--- src/rtl/uart_tx_fifo_if.sv ---
// rtl/uart_tx_fifo_if.sv - write/status/line bundle for the buffered 8N1 transmitter
//
// Signals:
//   wr_en, wr_data  push one byte into the transmit FIFO
//   full, empty     FIFO occupancy flags derived from count
//   count           bytes queued, excluding the byte on the line
//   overflow        sticky: a write was attempted while full
//   busy            a frame is on the line or bytes are queued
//   tx              serial line, idle high
// Modports: master drives writes and observes status; slave is the transmitter.

interface uart_tx_fifo_if #(
    parameter int BUFFER_SIZE = 32
);
    localparam int COUNT_W = $clog2(BUFFER_SIZE + 1);

    logic               wr_en;
    logic [7:0]         wr_data;
    logic               full;
    logic               empty;
    logic [COUNT_W-1:0] count;
    logic               overflow;
    logic               busy;
    logic               tx;

    modport master (
        output wr_en,
        output wr_data,
        input  full,
        input  empty,
        input  count,
        input  overflow,
        input  busy,
        input  tx
    );

    modport slave (
        input  wr_en,
        input  wr_data,
        output full,
        output empty,
        output count,
        output overflow,
        output busy,
        output tx
    );
endinterface

--- src/rtl/uart_tx_fifo.sv ---
// rtl/uart_tx_fifo.sv - byte FIFO feeding a back-to-back 8N1 UART transmitter
//
// Ports:
//   clk   system clock, rising edge
//   rst   synchronous active-high reset
//   bus   uart_tx_fifo_if.slave: wr_en/wr_data in; full/empty/count/overflow/busy/tx out
// Parameters: CLOCK_FREQ and BAUD_RATE set CLKS_PER_BIT (>= 2); BUFFER_SIZE is a
// power of two >= 2.

module uart_tx_fifo #(
    parameter int CLOCK_FREQ  = 100_000_000,
    parameter int BAUD_RATE   = 115200,
    parameter int BUFFER_SIZE = 32
) (
    input  logic          clk,
    input  logic          rst,
    uart_tx_fifo_if.slave bus
);
    localparam int CLKS_PER_BIT = CLOCK_FREQ / BAUD_RATE;
    localparam int PTR_W        = $clog2(BUFFER_SIZE);
    localparam int CNT_W        = $clog2(BUFFER_SIZE + 1);
    localparam int BAUD_W       = $clog2(CLKS_PER_BIT);

    localparam logic [BAUD_W-1:0] BAUD_LAST = BAUD_W'(CLKS_PER_BIT - 1);
    localparam logic [CNT_W-1:0]  CNT_FULL  = CNT_W'(BUFFER_SIZE);

    typedef enum logic [1:0] {
        S_IDLE,
        S_START,
        S_DATA,
        S_STOP
    } state_t;

    // ------------------------------------------------------------------
    // FIFO
    // ------------------------------------------------------------------
    logic [7:0]       mem [BUFFER_SIZE];
    logic [PTR_W-1:0] wr_ptr;
    logic [PTR_W-1:0] rd_ptr;
    logic [CNT_W-1:0] count_q;
    logic             overflow_q;
    logic             full_w;
    logic             empty_w;
    logic             push;
    logic             pop;

    assign full_w  = (count_q == CNT_FULL);
    assign empty_w = (count_q == '0);

    // A write while full is dropped even if a pop frees a slot this same
    // cycle, because acceptance looks at the registered full flag.
    assign push = bus.wr_en && !full_w;

    // Storage needs no reset; stale contents are never read past count.
    always_ff @(posedge clk) begin
        if (push) begin
            mem[wr_ptr] <= bus.wr_data;
        end
    end

    always_ff @(posedge clk) begin
        if (rst) begin
            wr_ptr     <= '0;
            rd_ptr     <= '0;
            count_q    <= '0;
            overflow_q <= 1'b0;
        end else begin
            if (push) begin
                wr_ptr <= wr_ptr + PTR_W'(1);
            end
            if (pop) begin
                rd_ptr <= rd_ptr + PTR_W'(1);
            end
            case ({push, pop})
                2'b10:   count_q <= count_q + CNT_W'(1);
                2'b01:   count_q <= count_q - CNT_W'(1);
                default: count_q <= count_q;
            endcase
            if (bus.wr_en && full_w) begin
                overflow_q <= 1'b1;
            end
        end
    end

    // ------------------------------------------------------------------
    // Transmit FSM
    // ------------------------------------------------------------------
    state_t            state;
    state_t            state_next;
    logic [BAUD_W-1:0] baud_cnt;
    logic [BAUD_W-1:0] baud_next;
    logic [2:0]        bit_idx;
    logic [2:0]        bit_next;
    logic [7:0]        shift;
    logic [7:0]        shift_next;
    logic              tx_q;
    logic              tx_next;
    logic              baud_done;

    assign baud_done = (baud_cnt == BAUD_LAST);

    always_ff @(posedge clk) begin
        if (rst) begin
            state <= S_IDLE;
        end else begin
            state <= state_next;
        end
    end

    always_comb begin
        state_next = state;
        case (state)
            S_IDLE: begin
                if (!empty_w) begin
                    state_next = S_START;
                end
            end
            S_START: begin
                if (baud_done) begin
                    state_next = S_DATA;
                end
            end
            S_DATA: begin
                if (baud_done && (bit_idx == 3'd7)) begin
                    state_next = S_STOP;
                end
            end
            S_STOP: begin
                // Chaining straight into START keeps queued frames gap-free.
                if (baud_done) begin
                    state_next = empty_w ? S_IDLE : S_START;
                end
            end
            default: state_next = S_IDLE;
        endcase
    end

    always_comb begin
        pop        = 1'b0;
        baud_next  = baud_cnt + BAUD_W'(1);
        bit_next   = bit_idx;
        shift_next = shift;
        case (state)
            S_IDLE: begin
                baud_next = '0;
                bit_next  = '0;
                if (!empty_w) begin
                    pop        = 1'b1;
                    shift_next = mem[rd_ptr];
                end
            end
            S_START: begin
                if (baud_done) begin
                    baud_next = '0;
                end
            end
            S_DATA: begin
                if (baud_done) begin
                    baud_next  = '0;
                    bit_next   = bit_idx + 3'd1;
                    shift_next = {1'b0, shift[7:1]};
                end
            end
            S_STOP: begin
                if (baud_done) begin
                    baud_next = '0;
                    bit_next  = '0;
                    if (!empty_w) begin
                        pop        = 1'b1;
                        shift_next = mem[rd_ptr];
                    end
                end
            end
            default: begin
                baud_next = '0;
                bit_next  = '0;
            end
        endcase

        // tx is registered, so its level is chosen from where the FSM is
        // going; the line then changes on the same edge as the state.
        case (state_next)
            S_START: tx_next = 1'b0;
            S_DATA:  tx_next = shift_next[0];
            default: tx_next = 1'b1;
        endcase
    end

    always_ff @(posedge clk) begin
        if (rst) begin
            baud_cnt <= '0;
            bit_idx  <= '0;
            shift    <= '0;
            tx_q     <= 1'b1;
        end else begin
            baud_cnt <= baud_next;
            bit_idx  <= bit_next;
            shift    <= shift_next;
            tx_q     <= tx_next;
        end
    end

    assign bus.full     = full_w;
    assign bus.empty    = empty_w;
    assign bus.count    = count_q;
    assign bus.overflow = overflow_q;
    assign bus.busy     = (state != S_IDLE) || !empty_w;
    assign bus.tx       = tx_q;

endmodule

--- src/flat_wrapper.sv ---
// flat-port wrapper written by rule: the top's interface ports become plain ports
module uart_tx_fifo_flat 
#(
    parameter int CLOCK_FREQ  = 100_000_000,
    parameter int BAUD_RATE   = 115200,
    parameter int BUFFER_SIZE = 32
)
  (clk, rst, bus_wr_en, bus_wr_data, bus_full, bus_empty, bus_count, bus_overflow, bus_busy, bus_tx);
  uart_tx_fifo_if #(.BUFFER_SIZE(BUFFER_SIZE)) bus_i ();
  input  logic clk;
  input  logic rst;
  input wire logic [$bits(bus_i.wr_en)-1:0] bus_wr_en;
  input wire logic [$bits(bus_i.wr_data)-1:0] bus_wr_data;
  output wire logic [$bits(bus_i.full)-1:0] bus_full;
  output wire logic [$bits(bus_i.empty)-1:0] bus_empty;
  output wire logic [$bits(bus_i.count)-1:0] bus_count;
  output wire logic [$bits(bus_i.overflow)-1:0] bus_overflow;
  output wire logic [$bits(bus_i.busy)-1:0] bus_busy;
  output wire logic [$bits(bus_i.tx)-1:0] bus_tx;
  assign bus_i.wr_en = bus_wr_en;
  assign bus_i.wr_data = bus_wr_data;
  assign bus_full = bus_i.full;
  assign bus_empty = bus_i.empty;
  assign bus_count = bus_i.count;
  assign bus_overflow = bus_i.overflow;
  assign bus_busy = bus_i.busy;
  assign bus_tx = bus_i.tx;
  uart_tx_fifo #(.CLOCK_FREQ(CLOCK_FREQ), .BAUD_RATE(BAUD_RATE), .BUFFER_SIZE(BUFFER_SIZE)) u_core (.clk(clk), .rst(rst), .bus(bus_i));
endmodule
--- config.mk ---
export PLATFORM = sky130hd
export DESIGN_NAME = uart_tx_fifo_flat
export DESIGN_NICKNAME = d
export VERILOG_FILES = /design/src/rtl/uart_tx_fifo_if.sv /design/src/rtl/uart_tx_fifo.sv /design/src/flat_wrapper.sv
export SDC_FILE = /design/constraint.sdc
export NUM_CORES = 1
export LEC_CHECK = 0
export ABC_AREA = 1
export CORE_MARGIN = 1.5
export CORE_UTILIZATION = 45
export CTS_CLUSTER_SIZE = 14
export DETAILED_ROUTE_END_ITERATION = 8
export HOLD_SLACK_MARGIN = 0.03
export PLACE_DENSITY = 0.7
export SLEW_MARGIN = 15
export SYNTH_ARGS = -nofsm -noshare
export SYNTH_HDL_FRONTEND = slang
export SYNTH_SLANG_ARGS = --single-unit
--- constraint.sdc ---
create_clock -name clk -period 3.2 [get_ports clk]
set_input_delay 0.48 -clock clk [delete_from_list [all_inputs] [get_ports clk]]
set_output_delay 0.48 -clock clk [all_outputs]
set_load 0.01 [all_outputs]
### Word-level counts from Yosys, hierarchy flattened

Memories as Yosys holds them, arrays and structs flattened. A register that Yosys moved wholly into a read port is not among the register bits.
Index checks and enable logic that the tools add are counted.

| word-level totals | value |
|---|---|
| output and inout bits | 11 |
| bits in latches | 0 |
| bits in read-only memories | 0 |
| input port bits | 11 |
| word-level logic and storage cells | 66 |
| RAM bits | 256 |
| memories | 1 |
| register bits after elaboration | 41 |

| cells by class | value |
|---|---|
| multiplexer cells | 24 |
| multipliers | 0 |
| bitwise operators | 0 |
| add/subtract/negate cells | 6 |
| equal/unequal tests | 12 |
| magnitude comparators | 0 |
| reductions and logical operators | 13 |
| shift-type cells | 0 |
| divide/modulo/power cells | 0 |

Memory list:

| name | words | bits a word | rd ports | clocked after memory_dff | wr ports | RTL line | source |
|---|---|---|---|---|---|---|---|
| u_core.mem | 32 | 8 | 1 | 1 | 1 | uart_tx_fifo.sv:37 | `logic [7:0] mem [BUFFER_SIZE];` |

Operators by type and width:

| cell | count |
|---|---|
| 8-bit two-way mux | 3 |
| 8-bit case mux with 3 select lines | 1 |
| 10-bit case mux with 2 select lines | 1 |
| 6-bit case mux with 2 select lines | 1 |
| 10-bit by 1-bit adder with 10-bit output (second input constant) | 1 |
| 5-bit by 1-bit adder with 5-bit output (second input constant) | 2 |
| 10-bit == test (second input constant) | 1 |
| 10-bit two-way mux | 1 |
| 5-bit two-way mux | 2 |
| 3-bit case mux with 3 select lines | 1 |
| 2-bit == test (second input constant) | 4 |
| 2-bit two-way mux | 4 |
| 2-bit case mux with 4 select lines | 1 |
| 6-bit by 1-bit adder with 6-bit output (second input constant) | 1 |
| 2-bit by 1-bit == test with 1-bit output (second input constant) | 3 |
| 6-bit == test (second input constant) | 1 |
| 6-bit zero test | 1 |
| 3-bit two-way mux | 2 |
| 6-bit by 1-bit subtractor with 6-bit output (second input constant) | 1 |
| 1-bit two-way mux | 5 |
| 2-bit by 1-bit != test with 1-bit output (second input constant) | 2 |
| 1-bit case mux with 2 select lines | 2 |
| 2-bit nonzero test | 2 |
| 3-bit by 1-bit adder with 3-bit output (second input constant) | 1 |
| 8 further kinds | 11 |

### Longest topological paths before layout

| depth | value |
|---|---|
| depth in word-level cells | 6 |
| gate-level depth with buffers | 21 |
| gate-level depth less buffers | 20 |

### Worst setup path before layout

No wires, ideal clock.

| timing path | value |
|---|---|
| path type | register -> register |
| start | reg u_core.state[1] |
| end | reg u_core.count_q[5] (netlist: u_core.bus.count[5]) |
| cell stages (with the launch flop) | 21 |
| arrival | 2.343 ns |
| buffers on the path | 1 |
| required time | 3.087 ns |
| path slack | 0.744 ns |
| period minus slack after synthesis | 2.456 ns |
| cell sequence | dfxtp_1 inv_1 ha_1 inv_1 nand2_1 inv_1 nand2_4 inv_1 ha_1 clkbuf_1 nor2_1 nor2_1 nand3_1 nand2_1 inv_1 nand2_2 nand3_1 nand2_1 nor2_1 nor2_1 nor2_1 |

| between the ends | value |
|---|---|
| cells in the longest elaborated chain, start to end | 4 |
| elaborated cells on any way between the ends | 7 |
| those cells by class | 3 x eq/ne; 2 x mux; 2 x reduce/logical |

RTL lines:

| what | RTL line | source |
|---|---|---|
| start: declaration | uart_tx_fifo.sv:88 | `state_t state;` |
| start signal: assignment | uart_tx_fifo.sv:106 | `state <= state_next;` |
| 2-bit == test or 2-bit zero test (tied branches) | uart_tx_fifo.sv:143 | `case (state)` |
| 1-bit case mux with 2 select lines * | uart_tx_fifo.sv:143 |  |
| net u_core.pop | uart_tx_fifo.sv:45 | `logic pop;` |
| 2-bit by 1-bit == test with 1-bit output or 2-bit == test (tied branches) | uart_tx_fifo.sv:74 | `case ({push, pop})` |
| 6-bit case mux with 2 select lines or 2-bit nonzero test (tied branches) | - |  |
| end signal: assignment | uart_tx_fifo.sv:75 | `2'b10: count_q <= count_q + CNT_W'(1);` |
| end signal: assignment | uart_tx_fifo.sv:76 | `2'b01: count_q <= count_q - CNT_W'(1);` |
| end signal: assignment | uart_tx_fifo.sv:77 | `default: count_q <= count_q;` |
| end: declaration | uart_tx_fifo.sv:40 | `logic [CNT_W-1:0] count_q;` |

The timed path passes the listed nets; every way through them passes the cells marked *.
A chain may end at the register's enable or synchronous reset.

### Final worst setup path

| timing path | value |
|---|---|
| start | reg u_core.state[0] |
| end | reg u_core.count_q[5] (netlist: u_core.bus.count[5]) |

Same word-level chain as after synthesis.

==> run summary <==
After detailed routing, the total wire length is 29900 um. Once detailed placement completed, the half-perimeter wirelength came to 17900 um. Setup slack on the critical path of the routed design comes to 0.544 ns.

Input and output buffers added on the ports amount to 21. The tightest min-delay check is of the reg -> reg type. In the synthesized netlist the dominant register cell turns out to be edfxtp_1. The number of hold-slack violations in the final timing report came out at 0.

Setup violations remaining at the end of the flow were counted as 0. The floorplan die height was 170 um. The finished layout holds 1538 standard cells, fillers aside. STA puts the critical path data required time at 3.65 ns. The initial DRC count is 854, and the worst setup skew after layout is 0.0222 ns. The final layout contains 1162 nets. Counting every sink on the clock net gives 302. The area overhead of the layout relative to synthesis is 13.0%, and the maximum number of pins on one net before global-route repair is 54. The startpoint type of the worst setup path was a register. 22 I/O pins were placed. The total power was 0.0107 W; the static leakage was 4.79 nW.

The die width is 170 um, and the post-CTS setup repair buffer count is 0. The logs give 27600 um2 for the core outline area and 0 for the overall overflow remaining after global route. The library cell used most frequently in the layout, excluding fill and tap cells, is edfxtp_1. The run gives 1 as the H-tree depth reported by CTS.

STA classifies the critical path endpoint as a register. The proportion of netlist area held by the largest area contributor was 61.1%; the worst-case setup slack after placement was 0.542 ns. Dividing the synthesized area by the synthesized cell count gives 11.5 um2. The worst pin sits at a relative slew slack of 50.6%. The worst-path maximum fanout was 8; the synthesized netlist cell count was 1098. The die covers 29000 um2. Post-CTS repair changed the size of 0 cells. The detailed-routing iteration count for the pre-antenna-repair pass is 7, and the number of distinct standard cells referenced by the synthesized netlist is 38. Setup repair after global routing left no endpoint under its margin.

Routability-driven placement finished with a final weighted congestion of 0.901. For the pin with the worst max-slew slack, the measured transition is 0.741 ns. In the final timing run, aggregate negative setup slack is 0 ns. The repair_antennas step left the layout with diodes totalling 0. Once placement completed, the tool counted placed cells totaling 1481. The logs give 51.5% for the share of the core filled with cells in the final layout and 0 for the number of maximum-capacitance constraint violations. For this design the ratio of total power to cell area is 750 nW/um2.

Buffers inserted to repair hold after CTS numbered 0. Kind of critical path: reg -> reg. By area the synthesized netlist is led by edfxtp_1 61%, dfxtp_1 7.3%, nor2_1 6.6%, o21ai_0 5.3%, nand3_1 2.7%.

The initial standard-cell utilization of the core was 45.6%. The via count of the first global-routing pass is 8305, and the final routed wire length divided by cell count is 19.4 um. The first global-routing pass estimated 46400 um of wire. The run finished with clean final reports. In this run, CTS created clock tree buffers numbering 31. The total count of max-transition violations in the final report is 0, and the post-layout minimum cycle time is 2.66 ns.

In the final layout, the share of cells above drive strength 1 is 8.53%. For this block, the via count after detailed routing is 8671. The logs give 1124 for the post-synth net total and 0.000519 V for the worst IR drop on VDD. The overall fraction of global-route tracks in use came out at 21.0%. The Yosys step of the flow raised 0 warnings. The fraction of the yosys area taken by sequential cells is 68.4%, and the data arrival time at the worst-slack endpoint is 3.11 ns. After synthesis the netlist holds a flip-flop and latch count of 302. The tree is rooted in a clkbuf_16.

The library cell with the largest summed area after synthesis was edfxtp_1. In this run the deepest clock path goes through 3 buffers. After detailed routing, the number of remaining DRC violations is 0. At the later pin of the worst-skew pair, clock insertion delay measures 0.57 ns. The clock transition at the register clock pins on the worst setup and hold paths after CTS was 0.06 ns.

After synthesis the cells add up to 12600 um2. The top cell types in the final layout, fill and taps aside, are 256 x edfxtp_1, 223 x nor2_1, 134 x o21ai_0. Static timing analysis puts the maximum clock frequency at 0.377 GHz. Post-route fraction of the period consumed by the critical path: 83.0%. In this run, synthesis inferred 256 flip-flops with an integrated enable.

In the routed layout, each cell is associated on average with a via count of 5.64. In this run the remaining antenna-violating nets after routing total 0. The initialized floorplan defines 61 standard-cell rows. Counting flops with an async set or reset pin after synthesis yields a share of 0%. Initial antenna violation count: 0.

TritonCTS built the clock tree.
==> metrics by stage <==
stage               hold slack [ns]  instance area (um2)
CTS                           0.451                14200
finish                        0.444                14200
detailed placement            0.440                13300
global route                  0.475                14200
floorplan                     0.418                12600
global placement              0.432                13300
==> Yosys cell counts, types with 3 or more instances <==
| library cell | count |
|---|---|
| a21oi_1 | 29 |
| buf_2 | 15 |
| buf_4 | 6 |
| buf_6 | 8 |
| clkbuf_1 | 24 |
| dfxtp_1 | 46 |
| edfxtp_1 | 256 |
| ha_1 | 15 |
| inv_1 | 61 |
| inv_2 | 5 |
| nand2_1 | 69 |
| nand2_2 | 3 |
| nand3_1 | 68 |
| nand4_1 | 3 |
| nor2_1 | 223 |
| nor3_1 | 11 |
| nor3b_1 | 3 |
| o211ai_1 | 43 |
| o21ai_0 | 134 |
| o21ai_1 | 14 |
| o221ai_1 | 21 |
| o22ai_1 | 17 |
| xor2_1 | 4 |
==> worst max-delay path: stages, from the launching register on <==
cell and delay (ns):
dfxtp_1 0.41, inv_1 0.12, ha_1 0.30, inv_1 0.05
nand2_1 0.04, inv_1 0.11, nand2_4 0.09, inv_1 0.10
ha_1 0.30, nor2_1 0.07, nor2_1 0.27, nand3_1 0.13
nand2_1 0.09, inv_1 0.05, nand2_2 0.08, nand3_1 0.09
nand2_1 0.08, nor2_1 0.04, nor2_1 0.08, nor2_1 0.05
==> where the power goes <==
group / switching [W] / internal (W) / leakage [nW]
combinational: 0.00184 / 0.000844 / 1.65
sequential: 0.000158 / 0.00443 / 2.68
clock: 0.00145 / 0.00195 / 0.459
==> sequential cells by signal, summed over array words and instances, names as in the netlist, named ones only <==
name                 flops
u_core.mem             256
u_core.baud_cnt         10
u_core.shift             8
u_core.bus.count         6
u_core.rd_ptr            5
u_core.wr_ptr            5
u_core.bit_idx           3
u_core.state             2
u_core.bus.overflow      1
u_core.bus.tx            1
==> final timing paths <==
check / to / slack, ns / depth (start not counted) / startpoint
worst min-delay path: u_core.baud_cnt[0] / 0.44 / 1 / u_core.baud_cnt[0]
worst max-delay path: u_core.bus.count[5] / 0.54 / 19 / u_core.state[0]
worst max register to register: u_core.bus.count[5] / 0.54 / 19 / u_core.state[0]
worst min register to register: u_core.baud_cnt[0] / 0.44 / 1 / u_core.baud_cnt[0]
==> cells by family after synthesis <==
logic type | count (synthesis) | synth area share, %
AND/OR/NAND/NOR | 388 | 12.9
adder cells (fa/ha/maj) | 15 | 1.49
AO/OA/AOI/OAI | 266 | 12.4
flip-flops | 302 | 68.4
XOR/XNOR | 5 | 0.348
buffers and inverters | 122 | 4.50
==> layout make-up <==
| class | count | area [um2] |
|---|---|---|
| timing repair buffer | 60 | 515 |
| sequential | 302 | 8610 |
| inverter | 67 | 256 |
| tap | 378 | 473 |
| clock buffer | 41 | 813 |
| clock inverter | 16 | 141 |
| fill | 2415 | 13400 |
| multi-input combinational | 674 | 3410 |
==> layer usage <==
layer	up-vias	wire (um)	GRT usage, %
met4	0	979	7.70
met2	397	14000	34.3
li1	4025	-	-
met3	75	2570	4.05
met5	-	0	0
met1	4174	12300	27.9
(Power assumes the default switching activity.)
